**config.mk**
```make
export PLATFORM = sky130hd
export DESIGN_NAME = uart_rx_frame
export DESIGN_NICKNAME = d
export VERILOG_FILES = /design/src/rtl/uart_rx_frame.sv
export SDC_FILE = /design/constraint.sdc
export NUM_CORES = 1
export LEC_CHECK = 0
export BUFFER_PORTS_ARGS = -buffer_cell sky130_fd_sc_hd__buf_4
export CORE_ASPECT_RATIO = 1.25
export CORE_MARGIN = 8
export CORE_UTILIZATION = 61
export CTS_CLUSTER_SIZE = 30
export DETAILED_ROUTE_END_ITERATION = 12
export PLACE_DENSITY = 0.86
export SETUP_SLACK_MARGIN = 0.2
export SLEW_MARGIN = 25
export SYNTH_ARGS = -nofsm -noshare
export SYNTH_HDL_FRONTEND = slang
export SYNTH_SLANG_ARGS = --single-unit
```
**constraint.sdc**
```tcl
create_clock -name clk -period 4.8 [get_ports clk]
set_input_delay 0.48 -clock clk [delete_from_list [all_inputs] [get_ports clk]]
set_output_delay 0.48 -clock clk [all_outputs]
set_load 0.03 [all_outputs]
```
**src/rtl/uart_rx_frame.sv**
```systemverilog
// uart_rx_frame: oversampling UART receiver, 8N1 by default.
// Define UART_RX_PARITY_EN to receive 8E1 frames with even-parity checking.
// Valid/strobe semantics: rx_data_ready, framing_error and parity_error are
// single-clock, mutually exclusive pulses, one at most per frame, registered
// one clock after the stop-bit mid-sample. rx_data changes only together
// with an rx_data_ready pulse; there is no back-pressure.
module uart_rx_frame #(
    parameter int CLK_FREQ   = 50_000_000,
    parameter int BAUD_RATE  = 115200,
    parameter int OVERSAMPLE = 16
) (
    input  logic       clk,
    input  logic       reset,
    input  logic       rx,
    output logic [7:0] rx_data,
    output logic       rx_data_ready,
    output logic       framing_error,
    output logic       parity_error,
    output logic [2:0] o_dbg_state
);

    localparam int DIV = CLK_FREQ / (BAUD_RATE * OVERSAMPLE);
    localparam int CW  = (DIV > 1) ? $clog2(DIV) : 1;
    localparam int TW  = $clog2(OVERSAMPLE);
    localparam logic [CW-1:0] DIV_LAST  = CW'(DIV - 1);
    localparam logic [TW-1:0] HALF_LAST = TW'(OVERSAMPLE / 2 - 1);
    localparam logic [TW-1:0] FULL_LAST = TW'(OVERSAMPLE - 1);

    typedef enum logic [2:0] {
        S_IDLE   = 3'd0,
        S_START  = 3'd1,
        S_DATA   = 3'd2,
        S_PARITY = 3'd3,
        S_STOP   = 3'd4,
        S_BREAK  = 3'd5
    } state_t;

    state_t          r_state;
    state_t          w_state_nx;
    logic            r_rx_meta;
    logic            r_rx_s;
    logic [CW-1:0]   r_baud_cnt;
    logic [TW-1:0]   r_tick_cnt;
    logic [2:0]      r_bit_cnt;
    logic [7:0]      r_shift;
    logic [7:0]      r_rx_data;
    logic            r_rx_data_ready;
    logic            r_framing_error;
    logic            r_parity_error;
    logic            w_tick;
    logic            w_half;
    logic            w_full;
    logic            w_restart;
    logic            w_clr_ticks;
    logic            w_shift_en;
    logic            w_ready;
    logic            w_ferr;
    logic            w_perr;
    logic            w_par_fault;

    assign w_tick = (r_baud_cnt == DIV_LAST);
    assign w_half = w_tick && (r_tick_cnt == HALF_LAST);
    assign w_full = w_tick && (r_tick_cnt == FULL_LAST);

`ifdef UART_RX_PARITY_EN
    logic r_par_bit;
    logic w_par_en;
    assign w_par_fault = ((^r_shift) != r_par_bit);
`else
    assign w_par_fault = 1'b0;
`endif

    // Two-flop synchroniser for the asynchronous serial line (idles high)
    always_ff @(posedge clk or negedge reset) begin
        if (!reset) begin
            r_rx_meta <= 1'b1;
            r_rx_s    <= 1'b1;
        end else begin
            r_rx_meta <= rx;
            r_rx_s    <= r_rx_meta;
        end
    end

    // Baud divider: free-runs, re-phased to the start edge of each frame
    always_ff @(posedge clk or negedge reset) begin
        if (!reset) begin
            r_baud_cnt <= '0;
        end else if (w_restart || w_tick) begin
            r_baud_cnt <= '0;
        end else begin
            r_baud_cnt <= r_baud_cnt + 1'b1;
        end
    end

    // Tick counter locating the mid-bit sample point within the current bit
    always_ff @(posedge clk or negedge reset) begin
        if (!reset) begin
            r_tick_cnt <= '0;
        end else if (w_clr_ticks) begin
            r_tick_cnt <= '0;
        end else if (w_tick) begin
            r_tick_cnt <= r_tick_cnt + 1'b1;
        end
    end

    // Data shift register (LSB first) and received-bit counter
    always_ff @(posedge clk or negedge reset) begin
        if (!reset) begin
            r_shift   <= '0;
            r_bit_cnt <= '0;
        end else if (w_restart) begin
            r_bit_cnt <= '0;
        end else if (w_shift_en) begin
            r_shift   <= {r_rx_s, r_shift[7:1]};
            r_bit_cnt <= r_bit_cnt + 1'b1;
        end
    end

`ifdef UART_RX_PARITY_EN
    // Captured parity bit, compared against the data once the stop bit is seen
    always_ff @(posedge clk or negedge reset) begin
        if (!reset) begin
            r_par_bit <= 1'b0;
        end else if (w_par_en) begin
            r_par_bit <= r_rx_s;
        end
    end
`endif

    // FSM state register
    always_ff @(posedge clk or negedge reset) begin
        if (!reset) begin
            r_state <= S_IDLE;
        end else begin
            r_state <= w_state_nx;
        end
    end

    // FSM next-state and per-sample control decode
    always_comb begin
        w_state_nx  = r_state;
        w_restart   = 1'b0;
        w_clr_ticks = 1'b0;
        w_shift_en  = 1'b0;
        w_ready     = 1'b0;
        w_ferr      = 1'b0;
        w_perr      = 1'b0;
`ifdef UART_RX_PARITY_EN
        w_par_en    = 1'b0;
`endif
        case (r_state)
            S_IDLE: begin
                if (!r_rx_s) begin
                    w_restart   = 1'b1;
                    w_clr_ticks = 1'b1;
                    w_state_nx  = S_START;
                end
            end
            S_START: begin
                if (w_half) begin
                    w_clr_ticks = 1'b1;
                    w_state_nx  = r_rx_s ? S_IDLE : S_DATA;
                end
            end
            S_DATA: begin
                if (w_full) begin
                    w_shift_en  = 1'b1;
                    w_clr_ticks = 1'b1;
                    if (r_bit_cnt == 3'd7) begin
`ifdef UART_RX_PARITY_EN
                        w_state_nx = S_PARITY;
`else
                        w_state_nx = S_STOP;
`endif
                    end
                end
            end
`ifdef UART_RX_PARITY_EN
            S_PARITY: begin
                if (w_full) begin
                    w_par_en    = 1'b1;
                    w_clr_ticks = 1'b1;
                    w_state_nx  = S_STOP;
                end
            end
`endif
            S_STOP: begin
                if (w_full) begin
                    w_clr_ticks = 1'b1;
                    if (!r_rx_s) begin
                        w_ferr     = 1'b1;
                        w_state_nx = S_BREAK;
                    end else begin
                        w_perr     = w_par_fault;
                        w_ready    = !w_par_fault;
                        w_state_nx = S_IDLE;
                    end
                end
            end
            S_BREAK: begin
                if (r_rx_s) begin
                    w_state_nx = S_IDLE;
                end
            end
            default: begin
                w_state_nx = S_IDLE;
            end
        endcase
    end

    // Registered output strobes and the held received byte
    always_ff @(posedge clk or negedge reset) begin
        if (!reset) begin
            r_rx_data       <= 8'h00;
            r_rx_data_ready <= 1'b0;
            r_framing_error <= 1'b0;
            r_parity_error  <= 1'b0;
        end else begin
            r_rx_data_ready <= w_ready;
            r_framing_error <= w_ferr;
            r_parity_error  <= w_perr;
            if (w_ready) begin
                r_rx_data <= r_shift;
            end
        end
    end

    assign rx_data       = r_rx_data;
    assign rx_data_ready = r_rx_data_ready;
    assign framing_error = r_framing_error;
    assign parity_error  = r_parity_error;
    assign o_dbg_state   = r_state;

endmodule
```
==> impl_metrics.toml <==
[critical_path]
crit_fanout = 11
crit_family = "simple AND/OR/NAND/NOR gates"
required_ns = 5.02
rr_endpoint = "rx_data[7]"
ff2ff_path_depth = 6
cp_data_arrival_time_ns = 2.63
r2r_setup_slack_ns = 2.39
critPathMaxStageDelay_ns = 0.68
crit_path_end_kind = "flip-flop"
critical_path.slowest_cell = "or4_1"
startpoint = "r_baud_cnt[0]"
critPathKind = "flip-flop to flip-flop"
r2r-start = "r_baud_cnt[0]"
cp-start-kind = "flip-flop"
worstPathCellList = "inv_1 -> ha_1 -> and4b_1 -> nand2_1 -> or4_1 -> mux2_4"
crit_buf_inv = 1

[drt]
dr.max_layer_used = "met4"
drt-pass1-iter-count = 4
wirelength_met1_um = 1100
drtAntennaViolNets = 0
num_vias = 1038
wl_per_cell_um = 15.6
drt_iter0_markers = 33
wl_met2_um = 1490
drt_wl_total_um = 2810
avgViaCountPerCell = 5.77
post-route-drc-count = 0
route.met3.wl_um = 166

[cells_and_area]
most-common-layout-cells = "dfrtp_1, buf_4"
finalNonFillerCells = 180
post-route-util = 0.715
syn_to_final_growth_pct = 10.2
layout_commonest_cell = "dfrtp_1"
fin_nets = 154
drive_gt1_frac = 0.224
antennaDiodeCount = 0

[global_routing]
grt_pass1_wl_um = 4600
antenna_found_initial = 0
grt_pass1_vias = 983
grt_usage = 0.141
grt.overflow.total = 0
grt_start_max_net_pins = 36

[placement]
port_buffers = 15
routabilityCongestion = 0.799
placedCellCount = 172
dp_hpwl_um = 2070
dp_worst_setup_slack_ns = 2.39

[timing]
finClkSkew_ns = 0.00435
fin_ws_ns = 2.39
period_minus_slack_ns = 2.41
hold_viol_final = 0
finalSetupTns_ns = 0
rsz0062_at_grt = "false"
post-route-period-util = 0.502
setup_viol = 0
max_freq_mhz = 415
whs_ns = 0.0726
finalMaxSlewViolations = 0

[floorplan]
rows = 20
ios = 17
dieWidth_um = 61.7
core-area_um2 = 2450
fp.dieH_um = 73.1
design.die.area_um2 = 4510
initial_core_util = 0.649

[clock_network]
cts.clk_slew.worst_paths_ns = 0.09
clock-sinks = 35
worstSkewPairLatency_ns = 0.33
cts-buffers-inserted = 5
cts.path.max_buffers = 2
htreeDepth = 2
hold_buffers = 0
root_buffer = "clkbuf_4"
cts_resized = 0
cts_setup_buffers = 0
cts_tree = "done"

[synthesis]
yosysSeqAreaShare = 0.552
yosys-top-cells-area = "dfrtp_1, mux2_4, mux2_1"
synth_cells = 131
yosysWarnings = 0
avgSynthCellArea_um2 = 12.1
syn-num-nets = 139
ys_types = 39
ys_ff_latch = 35
netlist.area_leader.share = 0.519
synth_area_um2 = 1590
synth_area_leader_cell = "dfrtp_1"

[power]
ir_drop_v = 0.000229
p_leak_nw = 0.871
power.density_nw_per_um2 = 257

[worst_hold_path]
min_path_type = "input pin to async pin"

[outcome]
status = "finished, final reports clean"

[run]
drv_cap = 0
## cells in the mapped netlist, drive strengths merged
| cell type | number |
|---|---|
| a21boi | 1 |
| o21ba | 1 |
| o21a | 1 |
| o21ai | 3 |
| nor4 | 1 |
| a211oi | 1 |
| mux2 | 16 |
| ha | 5 |
| xor2 | 3 |
| nand3 | 6 |
| a2111oi | 1 |
| a21o | 1 |
| o31ai | 1 |
| and4b | 1 |
| inv | 4 |
| dfrtp | 33 |
| and2 | 1 |
| nor3 | 5 |
| conb | 1 |
| nand2 | 8 |
| nor2 | 8 |
| or4 | 1 |
| nand4b | 1 |
| nor3b | 1 |
| o22ai | 1 |
| buf | 5 |
| dfstp | 2 |
| nand2b | 3 |
| mux2i | 1 |
| a21oi | 5 |
| xnor2 | 2 |
| clkbuf | 2 |
| nand4 | 3 |
| clkinv | 1 |
| a311o | 1 |
## stage by stage
step / cell area, µm² / total power [mW]
6_report: 1750 / 0.451
5_1_grt: 1750 / 0.473
4_1_cts: 1750 / 0.458
3_5_place_dp: 1700 / 0.312
3_3_place_gp: 1700 / 0.311
2_1_floorplan: 1590 / 0.305
## per-layer routing
metal  GRT usage  vias to the layer above
met3      0.0547                        8
met2       0.232                       33
met4      0.0761                        0
met5           0                        -
met1       0.147                      508
li1            -                      489
## worst register-to-register path, cell delays in order (launching register included)
cell and delay (ns):
dfrtp_1 0.42, inv_1 0.07, ha_1 0.13, and4b_1 0.44
nand2_1 0.17, or4_1 0.68, mux2_4 0.39
## flip-flops by register name, summed over array words and instances, names as in the netlist
name	flops
r_shift	8
framing_error	1
r_rx_s	1
r_tick_cnt	4
r_rx_meta	1
rx_data	8
rx_data_ready	1
r_bit_cnt	3
r_baud_cnt	5
o_dbg_state	3
## layout make-up
type,count,area [µm²]
tap,33,41.3
multi-input combinational,84,653
inverter,5,18.8
clock inverter,1,5.00
timing repair buffer,15,113
clock buffer,7,45.0
fill,178,698
sequential,35,878
## worst max path at each step
stage	to	cells past startpoint	slack [ns]
3_5_place_dp	rx_data[0]	6	2.39
6_report	rx_data[7]	6	2.39
4_1_cts	rx_data[7]	6	2.38
5_1_grt	rx_data[4]	6	2.24
3_3_place_gp	rx_data[5]	6	2.48
2_1_floorplan	rx_data[0]	6	2.90
## where the power goes
group / switching (mW) / leakage [nW] / internal [mW]
clock network: 0.0882 / 0.0293 / 0.0570
logic: 0.00676 / 0.384 / 0.00155
registers: 0.00124 / 0.457 / 0.296
total: 0.0962 / 0.871 / 0.355
## cell families after synthesis
group | count (synthesis) | synth area share
flops | 35 | 0.552
mux | 17 | 0.138
buf+inv | 12 | 0.0377
compound gates | 17 | 0.0708
fa+ha+maj | 5 | 0.0393
other cells | 1 | 0.00236
xor+xnor | 5 | 0.0275
simple gates | 39 | 0.132
(Power assumes the default switching activity.)
